## src/rtl/twos_comp_serializer.sv

```systemverilog
// rtl/twos_comp_serializer.sv - parallel-in, serial-out LSB-first word serializer
//
// Purpose:
//   Accepts one WIDTH-bit word per load handshake and shifts it out one bit
//   per clock, LSB first. It drives the bit input of the downstream serial
//   two's-complement FSM. It produces word-boundary strobes so that FSM can
//   restart on every word.
//
// Ports:
//   clk        - system clock, rising edge
//   reset      - asynchronous active-low reset
//   load_data  - word to serialize, sampled on an accepted load
//   load_valid - upstream presents a word
//   load_ready - block can accept a word this cycle
//   ser_bit    - current serial bit (LSB first)
//   ser_valid  - ser_bit carries a real data bit
//   ser_first  - cycle carrying bit 0 of a word
//   ser_last   - cycle carrying bit WIDTH-1 of a word
//   busy       - high while shifting
//
// Configuration macro:
//   TWOS_COMP_SERIALIZER_GAP_EN - when defined, no reload happens on the
//   last bit. One idle cycle then separates consecutive words.

module twos_comp_serializer #(
  parameter int WIDTH = 8
) (
  input  logic             clk,
  input  logic             reset,
  input  logic [WIDTH-1:0] load_data,
  input  logic             load_valid,
  output logic             load_ready,
  output logic             ser_bit,
  output logic             ser_valid,
  output logic             ser_first,
  output logic             ser_last,
  output logic             busy
);

  localparam int CW = (WIDTH > 1) ? $clog2(WIDTH) : 1;
  localparam logic [CW-1:0] LAST_IDX = CW'(WIDTH - 1);

  typedef enum logic {IDLE, SHIFT} state_t;

  state_t           state;
  logic [WIDTH-1:0] shreg;
  logic [CW-1:0]    cnt;

  logic in_shift;
  logic is_last;
  logic accept;

  assign in_shift = (state == SHIFT);
  assign is_last  = in_shift && (cnt == LAST_IDX);

  // Ready depends only on state and reset. It never depends on load_valid,
  // so upstream can form its own valid from ready without a combinational loop.
`ifdef TWOS_COMP_SERIALIZER_GAP_EN
  assign load_ready = reset && !in_shift;
`else
  assign load_ready = reset && (!in_shift || is_last);
`endif

  assign accept = load_valid && load_ready;

  // All outputs decode from registers. An asynchronous reset therefore
  // clears them at once, without waiting for a clock edge.
  assign ser_bit   = in_shift && shreg[0];
  assign ser_valid = in_shift;
  assign busy      = in_shift;
  assign ser_first = in_shift && (cnt == '0);
  assign ser_last  = is_last;

  always_ff @(posedge clk or negedge reset) begin
    if (!reset) begin
      state <= IDLE;
      shreg <= '0;
      cnt   <= '0;
    end else begin
      if (accept) begin
        // Covers both a fresh start from IDLE and a back-to-back reload on the last bit.
        shreg <= load_data;
        cnt   <= '0;
        state <= SHIFT;
      end else if (in_shift) begin
        shreg <= shreg >> 1;
        if (is_last) begin
          state <= IDLE;
          cnt   <= '0;
        end else begin
          cnt <= cnt + 1'b1;
        end
      end
    end
  end

endmodule

```

## config.mk

```make
export PLATFORM = sky130hd
export DESIGN_NAME = twos_comp_serializer
export DESIGN_NICKNAME = d
export VERILOG_FILES = /design/src/rtl/twos_comp_serializer.sv
export SDC_FILE = /design/constraint.sdc
export NUM_CORES = 1
export LEC_CHECK = 0
export CORE_MARGIN = 3
export CORE_UTILIZATION = 41
export CTS_BUF_LIST = sky130_fd_sc_hd__clkbuf_8
export DETAILED_ROUTE_END_ITERATION = 6
export PLACE_DENSITY = 0.69
export SKIP_LAST_GASP = 1
export SLEW_MARGIN = 5
export SYNTH_ARGS = -nofsm -noshare
export SYNTH_HDL_FRONTEND = slang
export SYNTH_SLANG_ARGS = --single-unit
```

## constraint.sdc

```tcl
create_clock -name clk -period 1.7 [get_ports clk]
set_input_delay 0.255 -clock clk [delete_from_list [all_inputs] [get_ports clk]]
set_output_delay 0.255 -clock clk [all_outputs]
set_load 0.02 [all_outputs]
```

* Word-level counts from Yosys, hierarchy flattened
Index checks and enable logic that the tools add are counted.
Widths: inputs -> output; s select.
** Word-level totals
- Output and inout bits :: 6
- Register bits :: 12
- Logic and storage cells :: 22
- Input port bits :: 11
** Cells by class
- Equal/unequal tests :: 1
- Add/sub/neg operators :: 1
- Reduce and logical (&&, ||, !) cells :: 9
- Multiplexer cells :: 8
** Operators by type and width (count)
- $mux 8 :: 2
- $mux 3 :: 3
- $logic_and 1x1->1 :: 5
- $add 3x1->3 const B :: 1
- $eq 3x3->1 const B :: 1
- $logic_not 3->1 :: 1
- $mux 1 :: 3
- $reduce_bool 2->1 :: 1
- $logic_not 1->1 :: 1
- $logic_or 1x1->1 :: 1

* Depth between registers and ports, before layout
- Depth in word-level cells :: 6
- Mapped depth :: 5
- Depth with buffers taken out :: 5

* Worst setup path after synthesis
OpenSTA, ideal clock, no wires.
- Path type :: register to register
- Start point :: register cnt[0]
- End point :: register shreg[2]
- Slack :: 103 ps
- Library setup time :: 125 ps
- Arrival :: 1472 ps
- Buffers on the path :: 0
- Required time :: 1575 ps
- Cell stages (with the launch flop) :: 6
- Clock period less this slack :: 1597 ps
- Path through :: dfrtp_1 > ha_1 > ha_1 > nand2b_2 > nand3_4 > mux2_2
** Between the ends
- Longest elaborated chain between the ends :: 6
- Elaborated cells between the ends (all ways) :: 7
- Those cells by class :: 1 x eq/ne; 1 x mux; 5 x reduce/logical
** RTL lines
- start: declaration :: RTL line 47 : logic [CW-1:0] cnt;
- start signal: assignment :: RTL line 91 : cnt <= cnt + 1'b1;
- $eq 3x3->1 * :: RTL line 54 : assign is_last = in_shift && (cnt == LAST_IDX);
- $logic_and 1x1->1 * :: RTL line 54
- $logic_or 1x1->1 * :: RTL line 61 : assign load_ready = reset && (!in_shift || is_last);
- $logic_and 1x1->1 * :: RTL line 61
- $logic_and 1x1->1 * :: RTL line 64 : assign accept = load_valid && load_ready;
- $mux 8 or $reduce_bool 2->1 (tied branches)
- end signal: assignment :: RTL line 82 : shreg <= load_data;
- end signal: assignment :: RTL line 86 : shreg <= shreg >> 1;
- end: declaration :: RTL line 46 : logic [WIDTH-1:0] shreg;
Every way passes the cells marked *; elsewhere a longest branch is shown, timed or not.
A chain may end at the register's enable or synchronous reset.

* Worst setup path in the final report
- Start point :: register cnt[0]
- End point :: output load_ready
** Between the ends
- Longest elaborated chain between the ends :: 4
** RTL lines
- $eq 3x3->1 :: RTL line 54
- $logic_and 1x1->1 :: RTL line 54
- $logic_or 1x1->1 :: RTL line 61
- $logic_and 1x1->1 :: RTL line 61
- end: declaration :: RTL line 32 : output logic load_ready,
No other way between the ends.

==> reports/qor.txt <==
=========================================================================================
Synth-to-layout area growth ................................................        41.3%
Count of pins over their slew limit ........................................            0
Total Routing Usage GR .....................................................        12.4%
Setup repair after global routing missed its margin ........................          yes
Fraction of synthesized cell area taken by the top area cell type ..........        44.4%
Pin count of the biggest net entering global routing .......................           16
Slew of the pin with the lowest slew margin ................................     0.249 ns
Minimum period implied by the final worst setup slack ......................      1.69 ns
Total length of routed wires ...............................................      1220 um
Number of antenna repair diodes ............................................            0
Nature of the critical path startpoint .....................................     register
Worst r2r path cells .......................................................            6
Final Hold Vio Count .......................................................            0
Number of synthesized flops with an enable pin .............................            0
Total CTS buffers ..........................................................            3
Reg2reg setup slack ........................................................      0.03 ns
Share of the clock period used by the worst path after layout ..............        99.2%
Max transition margin ......................................................        83.3%
Mapped Area ................................................................     676 um^2
Total of endpoints with negative setup slack in the final report ...........            0
Aggregate global routing overflow ..........................................            0
Post-route clock skew ......................................................   0.00261 ns
Mean instance size in the synthesized netlist ..............................    13.2 um^2
Critical Path Sink Type ....................................................  output port
Arrival time worst endpoint ................................................      1.43 ns
Maximum vdd ir drop ........................................................       983 uV
Cell Count, Final, Fillers Out .............................................           90
Vias .......................................................................          455
Sequential cell area .......................................................     300 um^2
First-pass GRT wire length .................................................      1770 um
Top cells by count, synth .................................................. 12 x sky130_fd_sc_hd__dfrtp_1, 9 x sky130_fd_sc_hd__mux2_2, 6 x sky130_fd_sc_hd__mux2_4
Clock slew seen by the registers of the worst setup and hold paths .........      0.05 ns
CP Cell Sequence ........................................................... ha_2 -> ha_2 -> nand2b_2 -> and2_4 -> buf_6
Worst path max stage delay .................................................      0.38 ns
Maximum level of the CTS H-tree ............................................            1
Cells taking the most area after synthesis ................................. sky130_fd_sc_hd__dfrtp_1 44%, sky130_fd_sc_hd__mux2_2 15%, sky130_fd_sc_hd__mux2_4 13%, sky130_fd_sc_hd__ha_1 5.6%, sky130_fd_sc_hd__buf_6 3.3%
Number of clock sinks ......................................................           12
Num ports ..................................................................           17
Seq cells post-synth .......................................................           12
End-of-flow core utilization ...............................................        62.6%
Reported leakage power .....................................................     0.473 nW
Placed Cells ...............................................................           85
Sequential-to-total area share from yosys stat .............................        44.4%
Final estimated routing congestion in global placement .....................        0.688
Residual DRC count .........................................................            0
Placed wire-length estimate after detailed placement .......................       838 um
Die Span Y .................................................................      46.6 um
Die area ...................................................................    2170 um^2
Sum of negative setup slack ................................................         0 ns
Start of the worst register-to-register path ...............................       cnt[0]
Net count of the mapped netlist ............................................           65
Standard-cell rows .........................................................           14
Min-Delay Path Class .......................................................     in2async
Post-layout nets ...........................................................           89
Total power after layout ...................................................    0.00166 W
Cell at the slowest stage of the critical path ............................. sky130_fd_sc_hd__dfrtp_1
Highest Clock Rate .........................................................      593 MHz
Critical path peak fanout ..................................................            2
Post-synth top area cell ................................................... sky130_fd_sc_hd__dfrtp_1
Result of the run .......................................................... complete, no violations
Layout filler cell count ...................................................          128
Placement-stage worst setup slack ..........................................    -0.155 ns
Final Worst Setup Slack ....................................................    0.0135 ns
Required time at the endpoint of the critical path .........................      1.44 ns
Proportion of register bits with asynchronous set or reset after synthesis .         100%
Cell occurring most often along the worst timing path ...................... sky130_fd_sc_hd__ha_2
Routed WL per cell .........................................................      13.5 um
Remaining antenna violation count ..........................................            0
Clock Root Buffer .......................................................... sky130_fd_sc_hd__clkbuf_8
Clock latency on the worst-skew pair .......................................      0.24 ns
DIE WIDTH ..................................................................      46.6 um
Number of search-and-repair iterations in the first detailed-routing pass ..            1
Max-cap viol count .........................................................            0
Number of buffers on the longest clock path ................................            2
Clock tree from TritonCTS ..................................................         done
Layout cell share with drive strength beyond 1 .............................        45.9%
Starting density of the core ...............................................        44.3%
Cells after synthesis ......................................................           51
Number of I/O port buffers .................................................           16
Via count of the first global-routing pass .................................          414
Power Dens Cells ........................................................... 1730 nW/um^2
Detail-routed via count per cell ...........................................         5.06
Predominant post-synthesis flop cell ....................................... sky130_fd_sc_hd__dfrtp_1
Count of warnings emitted by yosys .........................................            0
Number of distinct library cells after synthesis ...........................           16
Most frequently used cell type in the post-synthesis netlist ............... sky130_fd_sc_hd__dfrtp_1
Destination of the worst register-to-register timing path ..................     shreg[4]
Initial antenna violation count ............................................            0
Core area ..................................................................    1520 um^2
DRC violation total after the first TritonRoute iteration ..................            0
CP Class ...................................................................      reg2out
Area used by multi-input combinational logic ...............................     367 um^2
Buffer count from post-CTS setup fixing ....................................            0
=========================================================================================
-- worst max path at each step --
stage | startpoint | slack, ns | endpoint
2_1_floorplan | cnt[0] | 0.10 | shreg[2]
3_3_place_gp | cnt[0] | -0.15 | load_ready
3_5_place_dp | cnt[0] | -0.15 | load_ready
4_1_cts | cnt[0] | -0.21 | load_ready
5_1_grt | cnt[0] | -0.05 | load_ready
6_report | cnt[0] | 0.01 | load_ready
-- through the flow --
| step | hold slack [ns] | area [um^2] |
|---|---|---|
| final | 0.366 | 955 |
| after global routing | 0.374 | 955 |
| after CTS | 0.358 | 923 |
| after detailed placement | 0.564 | 863 |
| after global placement | 0.571 | 863 |
| after floorplan | -0.0406 | 676 |
-- what timing repair did --
item,4_1_cts,5_1_grt
hold buffers,0,0
setup endpoints to repair,10,14
cloned,1,0
resized for setup,6,14
-- critical path: cells and delay by family (launching register included) --
family,cells,cell delay (ns)
and+or+nand+nor,2,0.34
buffers and inverters,1,0.12
DFF,1,0.38
adders and majority gates,2,0.36
-- routing by layer --
metal | up-vias | track usage (%) | part of all wire, %
li1 | 226 | - | -
met1 | 216 | 14.2 | 44
met2 | 11 | 19.0 | 49
met3 | 2 | 8.20 | 6.0
met4 | 0 | 3.41 | 0.66
met5 | - | 0 | 0
-- logic make-up (layout without fill, tap and decap cells) --
family                     Yosys count  after routing  share of synthesized area, %
DFF                                 12             12                          44.4
and+or+nand+nor                     10             11                          10.9
adders and majority gates            3              3                          5.56
AOI/OAI and AO/OA                    3              3                          3.52
muxes                               15             15                          28.3
buffers and inverters                8             30                          7.22
-- power by group --
| part | internal (W) | leakage, nW | switching (W) | total [W] |
|---|---|---|---|---|
| clock | 0.000205 | 0.0288 | 0.000106 | 0.000311 |
| sequential | 0.000414 | 0.152 | 0.0000747 | 0.000488 |
| combinational | 0.000490 | 0.292 | 0.000366 | 0.000856 |
| total | 0.00111 | 0.473 | 0.000547 | 0.00166 |
-- layout by cell type (no fill, tap or decap), drive strengths merged --
cell	netlist	layout
mux2	15	15
dfrtp	12	12
clkdlybuf4s50	0	10
buf	3	6
inv	5	5
clkbuf	0	5
and2	3	3
ha	3	3
and3	2	2
nand3	1	2
o32ai	2	2
dlygate4sd2	0	2
nand2b	2	2
nand2	1	1
nor2b	1	1
o22ai	1	1
dlymetal6s2s	0	1
clkdlybuf4s15	0	1
-- state kept, by name (all words and copies together) (netlist names) --
register / cells
cnt: 3
shreg: 8
busy: 1
-- area by class of cell --
cell class | instances | share of cell area, %
clock buffer | 4 | 5.77
inverter | 5 | 1.97
multi-input combinational | 32 | 38.4
sequential | 12 | 31.5
tap | 16 | 2.10
timing repair buffer | 21 | 20.3
Power figures use the tool's default switching activity.
